[src/rtl/dll_pkg.sv]
// Shared types and helpers for the DLL DLLP receive path: type codes,
// DLCM and flow-control state encodings, DLLP layout and the LCRC16 routine.
package dll_pkg;

    localparam logic [7:0]  DLLP_ACK      = 8'h00;
    localparam logic [7:0]  DLLP_NAK      = 8'h10;

    // Flow-control DLLPs carry their class in byte0[7:6] and P/NP/Cpl in byte0[5:4].
    localparam logic [1:0]  FC_CLS_INIT1  = 2'b01;
    localparam logic [1:0]  FC_CLS_UPDATE = 2'b10;
    localparam logic [1:0]  FC_CLS_INIT2  = 2'b11;

    localparam logic [15:0] CRC16_POLY    = 16'h100B;

    typedef enum logic [1:0] {
        DL_INACTIVE = 2'b00,
        DL_INIT     = 2'b01,
        DL_ACTIVE   = 2'b10
    } dlcm_state_e;

    typedef enum logic [1:0] {
        FC_IDLE  = 2'b00,
        FC_INIT1 = 2'b01,
        FC_INIT2 = 2'b10
    } fc_state_e;

    typedef struct packed {
        logic [7:0]  dtype;
        logic [7:0]  byte1;
        logic [7:0]  byte2;
        logic [7:0]  byte3;
        logic [15:0] crc;
    } dllp_t;

    function automatic logic [15:0] crc16_dllp(input logic [31:0] data);
        logic [15:0] crc;
        logic        fb;
        crc = 16'hFFFF;
        for (int i = 31; i >= 0; i--) begin
            fb  = crc[15] ^ data[i];
            crc = {crc[14:0], 1'b0};
            if (fb) begin
                crc = crc ^ CRC16_POLY;
            end
        end
        return ~crc;
    endfunction

endpackage

[src/rtl/dll_dllp_crc16_check.sv]
// Combinational LCRC16 check of a registered DLLP: high when the carried
// CRC matches the one recomputed over bytes 0-3.
module dll_dllp_crc16_check
    import dll_pkg::*;
(
    input  dllp_t dllp_i,
    output logic  crc_ok_o
);

    always_comb begin
        crc_ok_o = (crc16_dllp({dllp_i.dtype, dllp_i.byte1, dllp_i.byte2, dllp_i.byte3}) == dllp_i.crc);
    end

endmodule

[src/rtl/dll_dllp_receiver.sv]
// DLLP receiver: registers each incoming DLLP, checks LCRC16, and decodes
// Ack/Nak sequence events and VC0 flow-control credit limits.
module dll_dllp_receiver
    import dll_pkg::*;
#(
    parameter int SEQ_BITS  = 12,
    parameter int HDR_BITS  = 8,
    parameter int DATA_BITS = 12
) (
    input  logic                 sclk,
    input  logic                 srst_n,
    input  logic                 dllp_valid_i,
    input  logic [47:0]          dllp_i,
    input  logic [1:0]           DLCM_state_i,
    output logic                 ack_valid_o,
    output logic                 nak_valid_o,
    output logic [SEQ_BITS-1:0]  acknak_seq_o,
    output logic [HDR_BITS-1:0]  fc_limit_ph_o,
    output logic [DATA_BITS-1:0] fc_limit_pd_o,
    output logic [HDR_BITS-1:0]  fc_limit_nph_o,
    output logic [DATA_BITS-1:0] fc_limit_npd_o,
    output logic [HDR_BITS-1:0]  fc_limit_cplh_o,
    output logic [DATA_BITS-1:0] fc_limit_cpld_o,
    output logic                 fi1_o,
    output logic                 fi2_o,
    output logic                 crc_err_o
);

    logic                           s0_valid_q, s0_valid_d;
    dllp_t                          s0_dllp_q, s0_dllp_d;
    dlcm_state_e                    s0_dlcm_q, s0_dlcm_d;

    logic                           crc_ok;
    logic [SEQ_BITS-1:0]            rx_seq, seq_dist;
    logic [HDR_BITS-1:0]            rx_hdr;
    logic [DATA_BITS-1:0]           rx_data;
    logic [1:0]                     fc_cls, fc_idx;
    logic                           accept, ack_path, fc_path;
    logic                           is_init1, is_init2, is_update, load_update;

    fc_state_e                      fc_state_q, fc_state_d;
    logic [2:0]                     init1_seen_q, init1_seen_d;
    logic [2:0]                     hdr_inf_q, hdr_inf_d;
    logic [2:0]                     data_inf_q, data_inf_d;
    logic [2:0][HDR_BITS-1:0]       hdr_lim_q, hdr_lim_d;
    logic [2:0][DATA_BITS-1:0]      data_lim_q, data_lim_d;
    logic                           fi1_q, fi1_d, fi2_q, fi2_d;

    logic [SEQ_BITS-1:0]            last_acked_q, last_acked_d;
    logic [SEQ_BITS-1:0]            acknak_seq_q, acknak_seq_d;
    logic                           ack_q, ack_d, nak_q, nak_d, crc_err_q, crc_err_d;

    dll_dllp_crc16_check u_crc_check (
        .dllp_i   (s0_dllp_q),
        .crc_ok_o (crc_ok)
    );

    always_comb begin
        s0_valid_d = dllp_valid_i;
        s0_dllp_d  = dllp_t'(dllp_i);
        s0_dlcm_d  = dlcm_state_e'(DLCM_state_i);
    end

    // The DLCM state captured alongside each DLLP decides which types it may affect.
    always_comb begin
        rx_seq    = SEQ_BITS'({s0_dllp_q.byte2[3:0], s0_dllp_q.byte3});
        rx_hdr    = HDR_BITS'({s0_dllp_q.byte1[5:0], s0_dllp_q.byte2[7:6]});
        rx_data   = DATA_BITS'({s0_dllp_q.byte2[3:0], s0_dllp_q.byte3});
        fc_cls    = s0_dllp_q.dtype[7:6];
        fc_idx    = s0_dllp_q.dtype[5:4];
        accept    = s0_valid_q && crc_ok;
        ack_path  = accept && (s0_dlcm_q == DL_ACTIVE);
        fc_path   = accept && ((s0_dlcm_q == DL_INIT) || (s0_dlcm_q == DL_ACTIVE))
                    && (s0_dllp_q.dtype[3:0] == 4'h0) && (fc_idx != 2'b11);
        is_init1  = fc_path && (fc_cls == FC_CLS_INIT1);
        is_init2  = fc_path && (fc_cls == FC_CLS_INIT2);
        is_update = fc_path && (fc_cls == FC_CLS_UPDATE);
        seq_dist  = rx_seq - last_acked_q;
    end

    // Forward Acks lie in the half-window ahead of the last acknowledged sequence.
    always_comb begin
        ack_d        = 1'b0;
        nak_d        = 1'b0;
        crc_err_d    = s0_valid_q && !crc_ok;
        acknak_seq_d = acknak_seq_q;
        last_acked_d = last_acked_q;
        if (ack_path && (s0_dllp_q.dtype == DLLP_ACK) && (seq_dist != '0) && !seq_dist[SEQ_BITS-1]) begin
            ack_d        = 1'b1;
            acknak_seq_d = rx_seq;
            last_acked_d = rx_seq;
        end else if (ack_path && (s0_dllp_q.dtype == DLLP_NAK)) begin
            nak_d        = 1'b1;
            acknak_seq_d = rx_seq;
            last_acked_d = rx_seq;
        end
    end

    always_comb begin
        fc_state_d   = fc_state_q;
        init1_seen_d = init1_seen_q;
        hdr_inf_d    = hdr_inf_q;
        data_inf_d   = data_inf_q;
        hdr_lim_d    = hdr_lim_q;
        data_lim_d   = data_lim_q;
        fi1_d        = fi1_q;
        fi2_d        = fi2_q;
        load_update  = 1'b0;
        case (fc_state_q)
            FC_IDLE: begin
                if (is_init1 && !init1_seen_q[fc_idx]) begin
                    init1_seen_d[fc_idx] = 1'b1;
                    hdr_lim_d[fc_idx]    = rx_hdr;
                    data_lim_d[fc_idx]   = rx_data;
                    hdr_inf_d[fc_idx]    = (rx_hdr == '0);
                    data_inf_d[fc_idx]   = (rx_data == '0);
                    if (&init1_seen_d) begin
                        fc_state_d = FC_INIT1;
                        fi1_d      = 1'b1;
                    end
                end
            end
            FC_INIT1: begin
                if (is_init2 || is_update) begin
                    fc_state_d  = FC_INIT2;
                    fi2_d       = 1'b1;
                    load_update = is_update;
                end
            end
            default: begin
                load_update = is_update;
            end
        endcase
        // A field advertised as zero at init means infinite credit and is never overwritten.
        if (load_update) begin
            if (!hdr_inf_q[fc_idx]) begin
                hdr_lim_d[fc_idx] = rx_hdr;
            end
            if (!data_inf_q[fc_idx]) begin
                data_lim_d[fc_idx] = rx_data;
            end
        end
        if (s0_dlcm_d == DL_INACTIVE) begin
            fc_state_d   = FC_IDLE;
            init1_seen_d = '0;
            hdr_inf_d    = '0;
            data_inf_d   = '0;
            hdr_lim_d    = '0;
            data_lim_d   = '0;
            fi1_d        = 1'b0;
            fi2_d        = 1'b0;
        end
    end

    always_ff @(posedge sclk or negedge srst_n) begin
        if (!srst_n) begin
            s0_valid_q   <= 1'b0;
            s0_dllp_q    <= '0;
            s0_dlcm_q    <= DL_INACTIVE;
            fc_state_q   <= FC_IDLE;
            init1_seen_q <= '0;
            hdr_inf_q    <= '0;
            data_inf_q   <= '0;
            hdr_lim_q    <= '0;
            data_lim_q   <= '0;
            fi1_q        <= 1'b0;
            fi2_q        <= 1'b0;
            last_acked_q <= '1;
            acknak_seq_q <= '0;
            ack_q        <= 1'b0;
            nak_q        <= 1'b0;
            crc_err_q    <= 1'b0;
        end else begin
            s0_valid_q   <= s0_valid_d;
            s0_dllp_q    <= s0_dllp_d;
            s0_dlcm_q    <= s0_dlcm_d;
            fc_state_q   <= fc_state_d;
            init1_seen_q <= init1_seen_d;
            hdr_inf_q    <= hdr_inf_d;
            data_inf_q   <= data_inf_d;
            hdr_lim_q    <= hdr_lim_d;
            data_lim_q   <= data_lim_d;
            fi1_q        <= fi1_d;
            fi2_q        <= fi2_d;
            last_acked_q <= last_acked_d;
            acknak_seq_q <= acknak_seq_d;
            ack_q        <= ack_d;
            nak_q        <= nak_d;
            crc_err_q    <= crc_err_d;
        end
    end

    assign ack_valid_o     = ack_q;
    assign nak_valid_o     = nak_q;
    assign crc_err_o       = crc_err_q;
    assign acknak_seq_o    = acknak_seq_q;
    assign fi1_o           = fi1_q;
    assign fi2_o           = fi2_q;
    assign fc_limit_ph_o   = hdr_lim_q[0];
    assign fc_limit_pd_o   = data_lim_q[0];
    assign fc_limit_nph_o  = hdr_lim_q[1];
    assign fc_limit_npd_o  = data_lim_q[1];
    assign fc_limit_cplh_o = hdr_lim_q[2];
    assign fc_limit_cpld_o = data_lim_q[2];

endmodule

[config.mk]
export PLATFORM = sky130hd
export DESIGN_NAME = dll_dllp_receiver
export DESIGN_NICKNAME = d
export VERILOG_FILES = /design/src/rtl/dll_pkg.sv /design/src/rtl/dll_dllp_crc16_check.sv /design/src/rtl/dll_dllp_receiver.sv
export SDC_FILE = /design/constraint.sdc
export NUM_CORES = 1
export LEC_CHECK = 0
export BUFFER_PORTS_ARGS = -buffer_cell sky130_fd_sc_hd__buf_2
export CAP_MARGIN = 10
export CORE_MARGIN = 2
export CORE_UTILIZATION = 62
export CTS_CLUSTER_DIAMETER = 120
export DETAILED_ROUTE_END_ITERATION = 7
export GPL_ROUTABILITY_DRIVEN = 0
export HOLD_SLACK_MARGIN = 0.12
export PLACE_DENSITY = 0.86
export SKIP_CTS_REPAIR_TIMING = 1
export SYNTH_ARGS = -nofsm -noshare
export SYNTH_HDL_FRONTEND = slang
export SYNTH_HIERARCHICAL = 1
export SYNTH_SLANG_ARGS = --single-unit
[constraint.sdc]
create_clock -name sclk -period 15.58 [get_ports sclk]
set_clock_uncertainty 0.1 [all_clocks]
set_input_delay 3.116 -clock sclk [delete_from_list [all_inputs] [get_ports sclk]]
set_output_delay 3.116 -clock sclk [all_outputs]
set_load 0.01 [all_outputs]
==> run metrics, run 1 <==
sw frac=32.0%; Hold WC Path Type=reg2reg; Port Buffers=between 100 and 150; initial DRC count=~650; Internal=0.905 mW; Worst-path clk slew=around 60 ps; critical path's largest stage delay=about 840 ps; Starting Density=63.8%; Synth Instances=roughly 740; Post-DP HPWL=roughly 13 mm; P per Cell Area=between 100 and 150 nW/um2; M1 GR Usage=about two fifths; Crit. End Element=flip-flop; ant diodes=0; DP Cell Count=around 1000; Reg2Reg Launch Point=fc_idx[0]; Max VDD drop=0.142 mV; Seq pwr share=31.1%; worst slew pin tran=between 1000 and 1500 ps; Leak=roughly 4.4 nW; final setup fails=0; area leader, netlist=dfrtp_1; Die X=about 120 um; pre-CTS WS=between 9000 and 10000 ps; Avg Synthesized Cell Area=between 10 and 15 um2; reg2reg path depth=15; largest net degree at the start of global routing=just under 80; worst hold path startpoint=last_acked_q[7]; synth top area cells=dfrtp_1, xnor2_1, xnor3_1; gr busiest metal=met2; syn_nets=a little over 800; Routed WL=between 20 and 25 mm; layout cell share with drive strength beyond 1=between 20 and 25%; Antenna Nets Post-Route=0; CTS tree=built; ys flop type=dfrtp_1; final setup margin=~8900 ps; nets=approximately 920; Synth Register Bits=about 150; met3 global-route usage=roughly 6.6%; Crit path required time=roughly 16000 ps; Area growth, synth to finish=16.8%; commonest non-fill, non-tap cell in the layout=dfrtp_1; arrival time of the worst setup path=6910 ps; max-slew violations=0; Core Area=12700 um2; H-tree Lvls=4; setup TNS=0 ps; max cap viols=0; DR vias=around 6400; Final Power=1.33 mW; DIE HEIGHT=118 um; status=finished, final reports clean; CP top delay family=XOR/XNOR gates; ys async rst share=100%; num ports=between 100 and 150; Tmin final=around 6700 ps; Distinct cells, synth=roughly 80; hold_ws=roughly 380 ps; vias per std cell=6.11; Worst slew margin=a little under a third; initial antenna violation count=0; Ys Warns=6; P_sw=between 0.4 and 0.5 mW; crit path kind=reg2reg; R2R Setup Slk=8850 ps; Final Non-Filler Cells=roughly 1000; first-pass GRT wire length=~33 mm; GRT Overall Usage=30.2%; CTS Buf Count=17; Yosys top cell area share=~43%; Worst Hold End=last_acked_q[7]; clock tree buffer depth=2; CP cell instances=xnor3_2 -> xnor2_4 -> xnor3_2 -> xnor3_2 -> xnor2_1 -> xnor3_4 -> mux2i_1 -> a2111oi_2 -> nand2_1 -> a2111o_1 -> or3_1 -> o21ai_2 -> nand2_1 -> nand2_1 -> a21oi_1; vias in the first global route=roughly 6300; Clock Tree Root=clkbuf_16; Final Hold Fails=0; Buf/Inv on CP=0; FF/Latch Area=around 3800 um2; met2 Track Usage GR=around 50%; sequential area share after synthesis=between 40% and 50%; RSZ-0062 raised after global routing=false; most frequent cells in the layout=dfrtp_1, buf_2, nand2_1, a21oi_1, nand3_1; Post-Syn Area=8090 um2; combinational fraction of design power=37.3%; R2R Path End=fc_limit_cplh_o[4]; Skew-Pair Late Insertion Delay=approximately 440 ps; grt ovf=0; Startpoint Class=flip-flop; highest clock rate=149 MHz; Hold Path Depth=1; die area=approximately 14000 um2; Post-synth EDFFs=0; Clock power frac=31.6%; DRC Markers=0; First-pass DRT Iterations=5; CP max FO=27; final worst-path cycle share=between 40% and 50%; Rows=41; fillcell total=~850; CP max-delay cell=o21ai_2; DR WL/cell=19.4 um; Sink Count=151; multi-input logic area=~4000 um2
## layout make-up
cell class / count / area share [%]
Multi-Input combinational cell: 520 / 42.4
Sequential cell: 151 / 40.1
Timing Repair Buffer: 136 / 7.49
Clock buffer: 19 / 4.58
Tap cell: 172 / 2.28
Clock inverter: 13 / 1.80
Inverter: 32 / 1.27
## synth_stat cells (10+ instances only)
master / n
nor2_1: 31
xnor2_1: 55
nand2_1: 77
xnor3_1: 18
a21oi_1: 71
dfstp_2: 12
buf_2: 14
inv_1: 32
clkbuf_1: 23
o32ai_1: 12
ha_1: 12
nand3_1: 64
o2bb2ai_1: 10
xor2_1: 18
dfrtp_1: 139
nand2b_1: 16
mux2i_1: 11
## power groups by stage
stage	combinational, mW	sequential [mW]	clock, mW
after floorplan	0.390	0.413	0
after global placement	0.447	0.420	0
after detailed placement	0.472	0.420	0
after CTS	0.488	0.413	0.425
after global routing	0.524	0.414	0.443
final	0.496	0.414	0.421
## cells by family (layout without fill, tap and decap cells)
kind of cell / count (synthesis) / in the layout / share of synthesized area (%)
AOI/OAI and AO/OA: 143 / 143 / 11.7
adders and majority gates: 13 / 13 / 2.10
buffers and inverters: 71 / 200 / 3.65
and+or+nand+nor: 239 / 239 / 14.8
muxes: 15 / 15 / 1.96
DFF: 151 / 151 / 46.9
xor gates and xnor gates: 110 / 110 / 18.8
## sequential cells by signal, summed over array words and instances (netlist names), 12 cells and up
register and cells:
s0_dllp_q 24, acknak_seq_o 12, fc_limit_cpld_o 12, fc_limit_npd_o 12, fc_limit_pd_o 12, last_acked_q 12
rx_data 12
## per-stage QoR
stage	utilization, %	area [um2]
6_report	74.6	9450
5_1_grt	74.6	9450
4_1_cts	74.5	9440
3_5_place_dp	69.7	8840
3_3_place_gp	69.7	8840
2_1_floorplan	-	8090
## how the worst max path moves through the flow
stage | to | cells past startpoint | slack [ps] | startpoint
floorplan | last_acked_q[5] | 17 | 10310 | fc_idx[0]
global placement | fc_limit_nph_o[5] | 15 | 9400 | fc_idx[0]
detailed placement | fc_limit_ph_o[1] | 15 | 9000 | fc_idx[0]
CTS | fc_limit_cplh_o[4] | 15 | 8920 | fc_idx[0]
global route | fc_limit_nph_o[0] | 15 | 8480 | fc_idx[0]
finish | fc_limit_cplh_o[4] | 15 | 8850 | fc_idx[0]
## per-layer routing
layer / wire length (um) / share of wire [%]
met1: 7940 / 39
met2: 10100 / 50
met3: 1650 / 8.1
met4: 614 / 3.0
met5: 0 / 0
## worst reg2reg max path, delay by kind of cell (launching register included)
kind / cells / cell delay, ps
flip-flops: 1 / 780
multiplexers: 1 / 150
AND/OR/NAND/NOR: 4 / 1180
XOR/XNOR: 6 / 2670
AO/OA/AOI/OAI: 4 / 1680
Power figures use the tool's default switching activity.
==> inputs of run 2 (changes only) <==
--- a/config.mk
+++ b/config.mk
@@ -8,12 +8,12 @@
 export BUFFER_PORTS_ARGS = -buffer_cell sky130_fd_sc_hd__buf_2
 export CAP_MARGIN = 10
 export CORE_MARGIN = 2
-export CORE_UTILIZATION = 62
+export CORE_UTILIZATION = 52
 export CTS_CLUSTER_DIAMETER = 120
 export DETAILED_ROUTE_END_ITERATION = 7
 export GPL_ROUTABILITY_DRIVEN = 0
 export HOLD_SLACK_MARGIN = 0.12
-export PLACE_DENSITY = 0.86
+export PLACE_DENSITY = 0.77
 export SKIP_CTS_REPAIR_TIMING = 1
 export SYNTH_ARGS = -nofsm -noshare
 export SYNTH_HDL_FRONTEND = slang
==> constraint.sdc (replaced) <==
create_clock -name sclk -period 6 [get_ports sclk]
set_clock_uncertainty 0.1 [all_clocks]
set_input_delay 1.2 -clock sclk [delete_from_list [all_inputs] [get_ports sclk]]
set_output_delay 1.2 -clock sclk [all_outputs]
set_load 0.01 [all_outputs]
==> run 2 against run 1 <==
Effect of this change: die area increased by 19%; cell area increased by 1.1%; setup slack got worse by 8500 ps; combinational power increased to 2.5 times the previous value; utilization decreased by 12 points; non-clock buffer count increased by 19; via count decreased by 5.0%; total power increased by 150%; fmax increased by 18%; wire length decreased by 5.6%; global-route usage decreased by 6.0 points; highest routed layer unchanged.
==> run metrics, run 2 (synthesis gave the netlist of run 1 again) <==
commonest non-fill, non-tap cell in the layout=dfrtp_1; Starting Density=53.2% (-11 points); Max VDD drop=0.262 mV (+85%); First-pass DRT Iterations=5 (unchanged); initial antenna violation count=0 (unchanged); H-tree Lvls=4 (unchanged); ant diodes=0 (unchanged); status=finished, final reports clean; num ports=130 (unchanged); reg2reg path depth=15 (unchanged); Startpoint Class=flip-flop; nets=943 (+2.1%); Die X=129 um (+8.9%); arrival time of the worst setup path=5850 ps (-1060 ps); Skew-Pair Late Insertion Delay=420 ps (-20 ps); die area=16600 um2 (+19%); vias in the first global route=5951 (-6.2%); CTS Buf Count=17 (unchanged); DRC Markers=0 (unchanged); Crit. End Element=flip-flop; Clock Tree Root=clkbuf_16; DR vias=6052 (-5.0%); flip-flop count of the largest register after layout=24 (unchanged); RSZ-0062 raised after global routing=false; final setup fails=0 (unchanged); clock tree buffer depth=2 (unchanged); multi-input logic area=4040 um2 (+0.62%); P_sw=1.02 mW (+140%); combinational fraction of design power=38.3% (+1.0 points); CTS tree=built; CP max FO=12 (-56%); Post-DP HPWL=13.4 mm (-0.35%); Internal=2.24 mW (+150%); fillcell total=1253 (+47%); Tmin final=5680 ps (-1050 ps); Worst slew margin=34.1% (+3.6 points); setup TNS=0 ps (unchanged); final worst-path cycle share=94.6% (+51 points); worst slew pin tran=989 ps (-53.7 ps); layout cell share with drive strength beyond 1=26.3% (+1.6 points); Area growth, synth to finish=18.2%; initial DRC count=501 (-23%); highest clock rate=176 MHz (+18%); Layout Utilization=62.9% (-12 points); Clock power frac=29.1% (-2.5 points); Antenna Nets Post-Route=0 (unchanged); DIE HEIGHT=129 um (+8.9%); max cap viols=0 (unchanged); Port Buffers=129 (unchanged); Crit path required time=6170 ps (-9590 ps); most frequent cells in the layout=dfrtp_1, buf_2, nand2_1, a21oi_1, nand3_1; vias per std cell=5.62 (-8.0%); DR WL/cell=17.8 um (-8.5%); FF/Latch Area=3790 um2 (unchanged); Sink Count=151 (unchanged); Hold WC Path Type=reg2reg; Hold Path Depth=1 (unchanged); Leak=4.45 nW (+1.4%); Largest Register=s0_dllp_q; max-slew violations=0 (unchanged); Final Power=3.26 mW (+150%); Routed WL=19.1 mm (-5.6%); first-pass GRT wire length=31.0 mm (-5.8%); grt ovf=0 (unchanged); P per Cell Area=341 nW/um2 (+140%); Core Area=15200 um2 (+20%); Final Hold Fails=0 (unchanged); Rows=45 (+9.8%); Worst-path clk slew=60 ps (about the same); crit path kind=reg2reg; largest net degree at the start of global routing=112 (+44%); Seq pwr share=32.6% (+1.5 points); sw frac=31.2% (-0.71 points); GRT Overall Usage=24.2% (-6.0 points)
-- run 2: changes by cell type in the layout (fill, tap and decap cells not counted), sizes merged --
cell	delta
clkbuf	+2
clkinvlp	+1
clkinv	+3
inv	-4
bufinv	-3
buf	+19
-- run 2: per-stage QoR --
step           hold WS (ps)  cell area, um2  worst slack [ps]  cells
3_5_place_dp            378            9010               154   1046
4_1_cts                 387            9530               106   1077
2_1_floorplan           359            8090               728    742
5_1_grt                 394            9560              2.48   1077
6_report                387            9560               322   1077
3_3_place_gp            371            9010               396   1046
-- run 2: path summary, 6_finish.rpt --
check / from / endpoint / slack [ps]
max: rx_hdr[6] / fc_limit_cpld_o[7] / 320
min: last_acked_q[7] / last_acked_q[7] / 390
max reg2reg: rx_hdr[6] / fc_limit_cpld_o[7] / 320
min reg2reg: last_acked_q[7] / last_acked_q[7] / 390
max in group asynchronous: srst_n / s0_dllp_q[15] / 3870
min in group asynchronous: srst_n / s0_dllp_q[8] / 820
-- run 2: final cells by class --
cell class / instances / share of cell area, %
repair buffers: 155 / 8.86
multi-input cells: 520 / 42.2
clock inverters: 10 / 0.798
clock buffers: 21 / 4.71
well taps: 188 / 2.46
inverters: 32 / 1.26
flip-flops and latches: 151 / 39.7
-- run 2: critical path, stage by stage (launching register included) --
cell,delay (ps)
dfrtp_1,490
xnor3_2,570
xnor2_4,280
xnor3_2,540
xnor3_2,510
xnor2_2,270
xnor3_4,360
mux2i_1,140
a2111oi_2,250
nand2_1,180
a2111o_1,460
or3_1,430
o21ai_4,350
nand2_1,330
nand2_1,170
a21oi_1,80
-- run 2: layer usage --
metal	routed length (um)	vias to the layer above	GRT usage, %
li1	-	2864	-
met1	8490	2934	34.3
met2	9170	221	37.3
met3	1080	33	4.95
met4	402	0	9.21
met5	0	-	0
-- run 2: power groups by stage --
stage	sequential (mW)	combinational, mW	clock, mW
4_1_cts	1.06	1.23	0.966
2_1_floorplan	1.07	1.01	0
5_1_grt	1.07	1.34	1.02
6_report	1.06	1.25	0.949
3_5_place_dp	1.08	1.22	0
3_3_place_gp	1.08	1.20	0
==> inputs of run 3 (changes only) <==
--- a/config.mk
+++ b/config.mk
@@ -9,10 +9,11 @@
 export CAP_MARGIN = 10
 export CORE_MARGIN = 2
 export CORE_UTILIZATION = 52
-export CTS_CLUSTER_DIAMETER = 120
+export CTS_BUF_LIST = sky130_fd_sc_hd__clkbuf_4 sky130_fd_sc_hd__clkbuf_8 sky130_fd_sc_hd__clkbuf_16
+export CTS_CLUSTER_DIAMETER = 50
 export DETAILED_ROUTE_END_ITERATION = 7
 export GPL_ROUTABILITY_DRIVEN = 0
-export HOLD_SLACK_MARGIN = 0.12
+export HOLD_SLACK_MARGIN = 0.08
 export PLACE_DENSITY = 0.77
 export SKIP_CTS_REPAIR_TIMING = 1
 export SYNTH_ARGS = -nofsm -noshare
==> run 3 against run 2 <==
Effect of this change: fmax fell by 0.24%; die area did not move; sequential share of layout area barely moved; utilization rose by 0.074 points; total power rose by 0.48%; first-iteration DRC count fell by 8.4%; global-route usage barely moved; combinational power barely moved; cell area rose by 0.12%; hold slack barely moved; count of clock-buffer cells in the layout did not move.
==> run metrics, run 3 (synthesis gave the netlist of run 1 again) <==
Hold Path Depth=1 (unchanged); Seq pwr share=32.5% (about the same); DP Cell Count=1046 (unchanged); Hold WC Path Type=reg2reg; nets=943 (unchanged); commonest non-fill, non-tap cell in the layout=dfrtp_1; Worst Setup SP=rx_hdr[6]; Final Hold Fails=0 (unchanged); Crit. End Element=flip-flop; max cap viols=0 (unchanged); Reg2Reg Launch Point=rx_hdr[6]; Crit path required time=6170 ps (about the same); Internal=2.26 mW (+0.59%); clock tree buffer depth=2 (unchanged); P per Cell Area=342 nW/um2 (+0.36%); max-slew violations=0 (unchanged); Clock Tree Root=clkbuf_16; DR WL/cell=17.8 um (+0.25%); vias in the first global route=5930 (-0.35%); Starting Density=53.2% (unchanged); Largest Register=s0_dllp_q; flip-flop count of the largest register after layout=24 (unchanged); grt ovf=0 (unchanged); arrival time of the worst setup path=5860 ps (about the same); multi-input logic area=4040 um2 (unchanged); Final Power=3.28 mW (+0.48%); First-pass DRT Iterations=5 (unchanged); Layout Utilization=63.0% (+0.074 points); final setup fails=0 (unchanged); Antenna Nets Post-Route=0 (unchanged); post-route cell area=9570 um2 (+0.12%); GRT Overall Usage=24.3% (about the same); status=finished, final reports clean; CTS Buf Count=17 (unchanged); worst slew pin tran=989 ps (+0.326 ps); most frequent cells in the layout=dfrtp_1, buf_2, nand2_1, a21oi_1, nand3_1; sw frac=31.2% (-0.080 points); Post-DP HPWL=13.4 mm (unchanged); H-tree Lvls=4 (unchanged); CP max FO=12 (unchanged); pre-CTS WS=154 ps (unchanged); largest net degree at the start of global routing=112 (unchanged); setup TNS=0 ps (unchanged); ant diodes=0 (unchanged); Rows=45 (unchanged); Routed WL=19.2 mm (+0.25%); DIE HEIGHT=129 um (unchanged); final setup margin=308 ps (-13.9 ps); Port Buffers=129 (unchanged); Worst-path clk slew=60 ps (about the same); initial DRC count=459 (-8.4%); combinational fraction of design power=38.1% (-0.2 points); placed cell areas=9010 um2 (unchanged); reg2reg path depth=15 (unchanged); die area=16600 um2 (unchanged); Startpoint Class=flip-flop; Core Area=15200 um2 (unchanged); Area growth, synth to finish=18.3%; RSZ-0062 raised after global routing=true; first-pass GRT wire length=30.9 mm (-0.22%); Skew-Pair Late Insertion Delay=430 ps (about the same); Worst slew margin=34.0% (about the same); Sink Count=151 (unchanged); hold_ws=387 ps (+0.0410 ps); FF/Latch Area=3790 um2 (unchanged); Max VDD drop=0.263 mV (+0.18%); crit path kind=reg2reg; Clock power frac=29.4% (+0.3 points); highest clock rate=176 MHz (-0.24%); num ports=130 (unchanged); vias per std cell=5.61 (-0.15%); Die X=129 um (unchanged); DRC Markers=0 (unchanged); CTS tree=built; Tmin final=5690 ps (+13.9 ps); worst hold path startpoint=last_acked_q[6]; DR vias=6043 (-0.15%); layout cell share with drive strength beyond 1=26.7% (+0.34 points); P_sw=1.02 mW (+0.22%); final worst-path cycle share=94.9% (+0.23 points); fillcell total=1245 (-0.64%); initial antenna violation count=0 (unchanged); Leak=4.46 nW (+0.23%); Final Non-Filler Cells=1077 (unchanged)
-- run 3: cell counts in the layout (fill, tap and decap cells not counted) --
No cell type changed its count.
-- run 3: critical path: stages, from the launching register on --
cell,delay (ps)
dfrtp_1,490
xnor3_2,570
xnor2_4,280
xnor3_2,540
xnor3_2,510
xnor2_2,270
xnor3_4,360
mux2i_1,140
a2111oi_2,250
nand2_1,190
a2111o_1,460
or3_1,430
o21ai_4,350
nand2_1,330
nand2_1,170
a21oi_1,80
-- run 3: worst paths after layout --
kind | endpoint | slack, ps
max | fc_limit_cpld_o[7] | 310
min | last_acked_q[6] | 390
max reg2reg | fc_limit_cpld_o[7] | 310
min reg2reg | last_acked_q[6] | 390
max in group asynchronous | s0_dllp_q[15] | 3870
min in group asynchronous | s0_dllp_q[8] | 820
-- run 3: area by class of cell --
class,count,area share (%)
Sequential cell,151,39.6
Clock inverter,10,0.797
Clock buffer,21,4.82
Inverter,32,1.26
Multi-Input combinational cell,520,42.2
Timing Repair Buffer,155,8.85
Tap cell,188,2.46
-- run 3: power groups by stage --
stage	registers, mW	logic, mW	clock network, mW
2_1_floorplan	1.07	1.01	0
3_3_place_gp	1.08	1.20	0
3_5_place_dp	1.08	1.22	0
4_1_cts	1.06	1.23	0.981
5_1_grt	1.07	1.33	1.04
6_report	1.06	1.25	0.965
-- run 3: routing by layer --
metal / wire length, um / global-route usage, %
met5: 0 / 0
met4: 409 / 9.40
met3: 1060 / 5.07
met2: 9100 / 37.2
met1: 8620 / 34.3
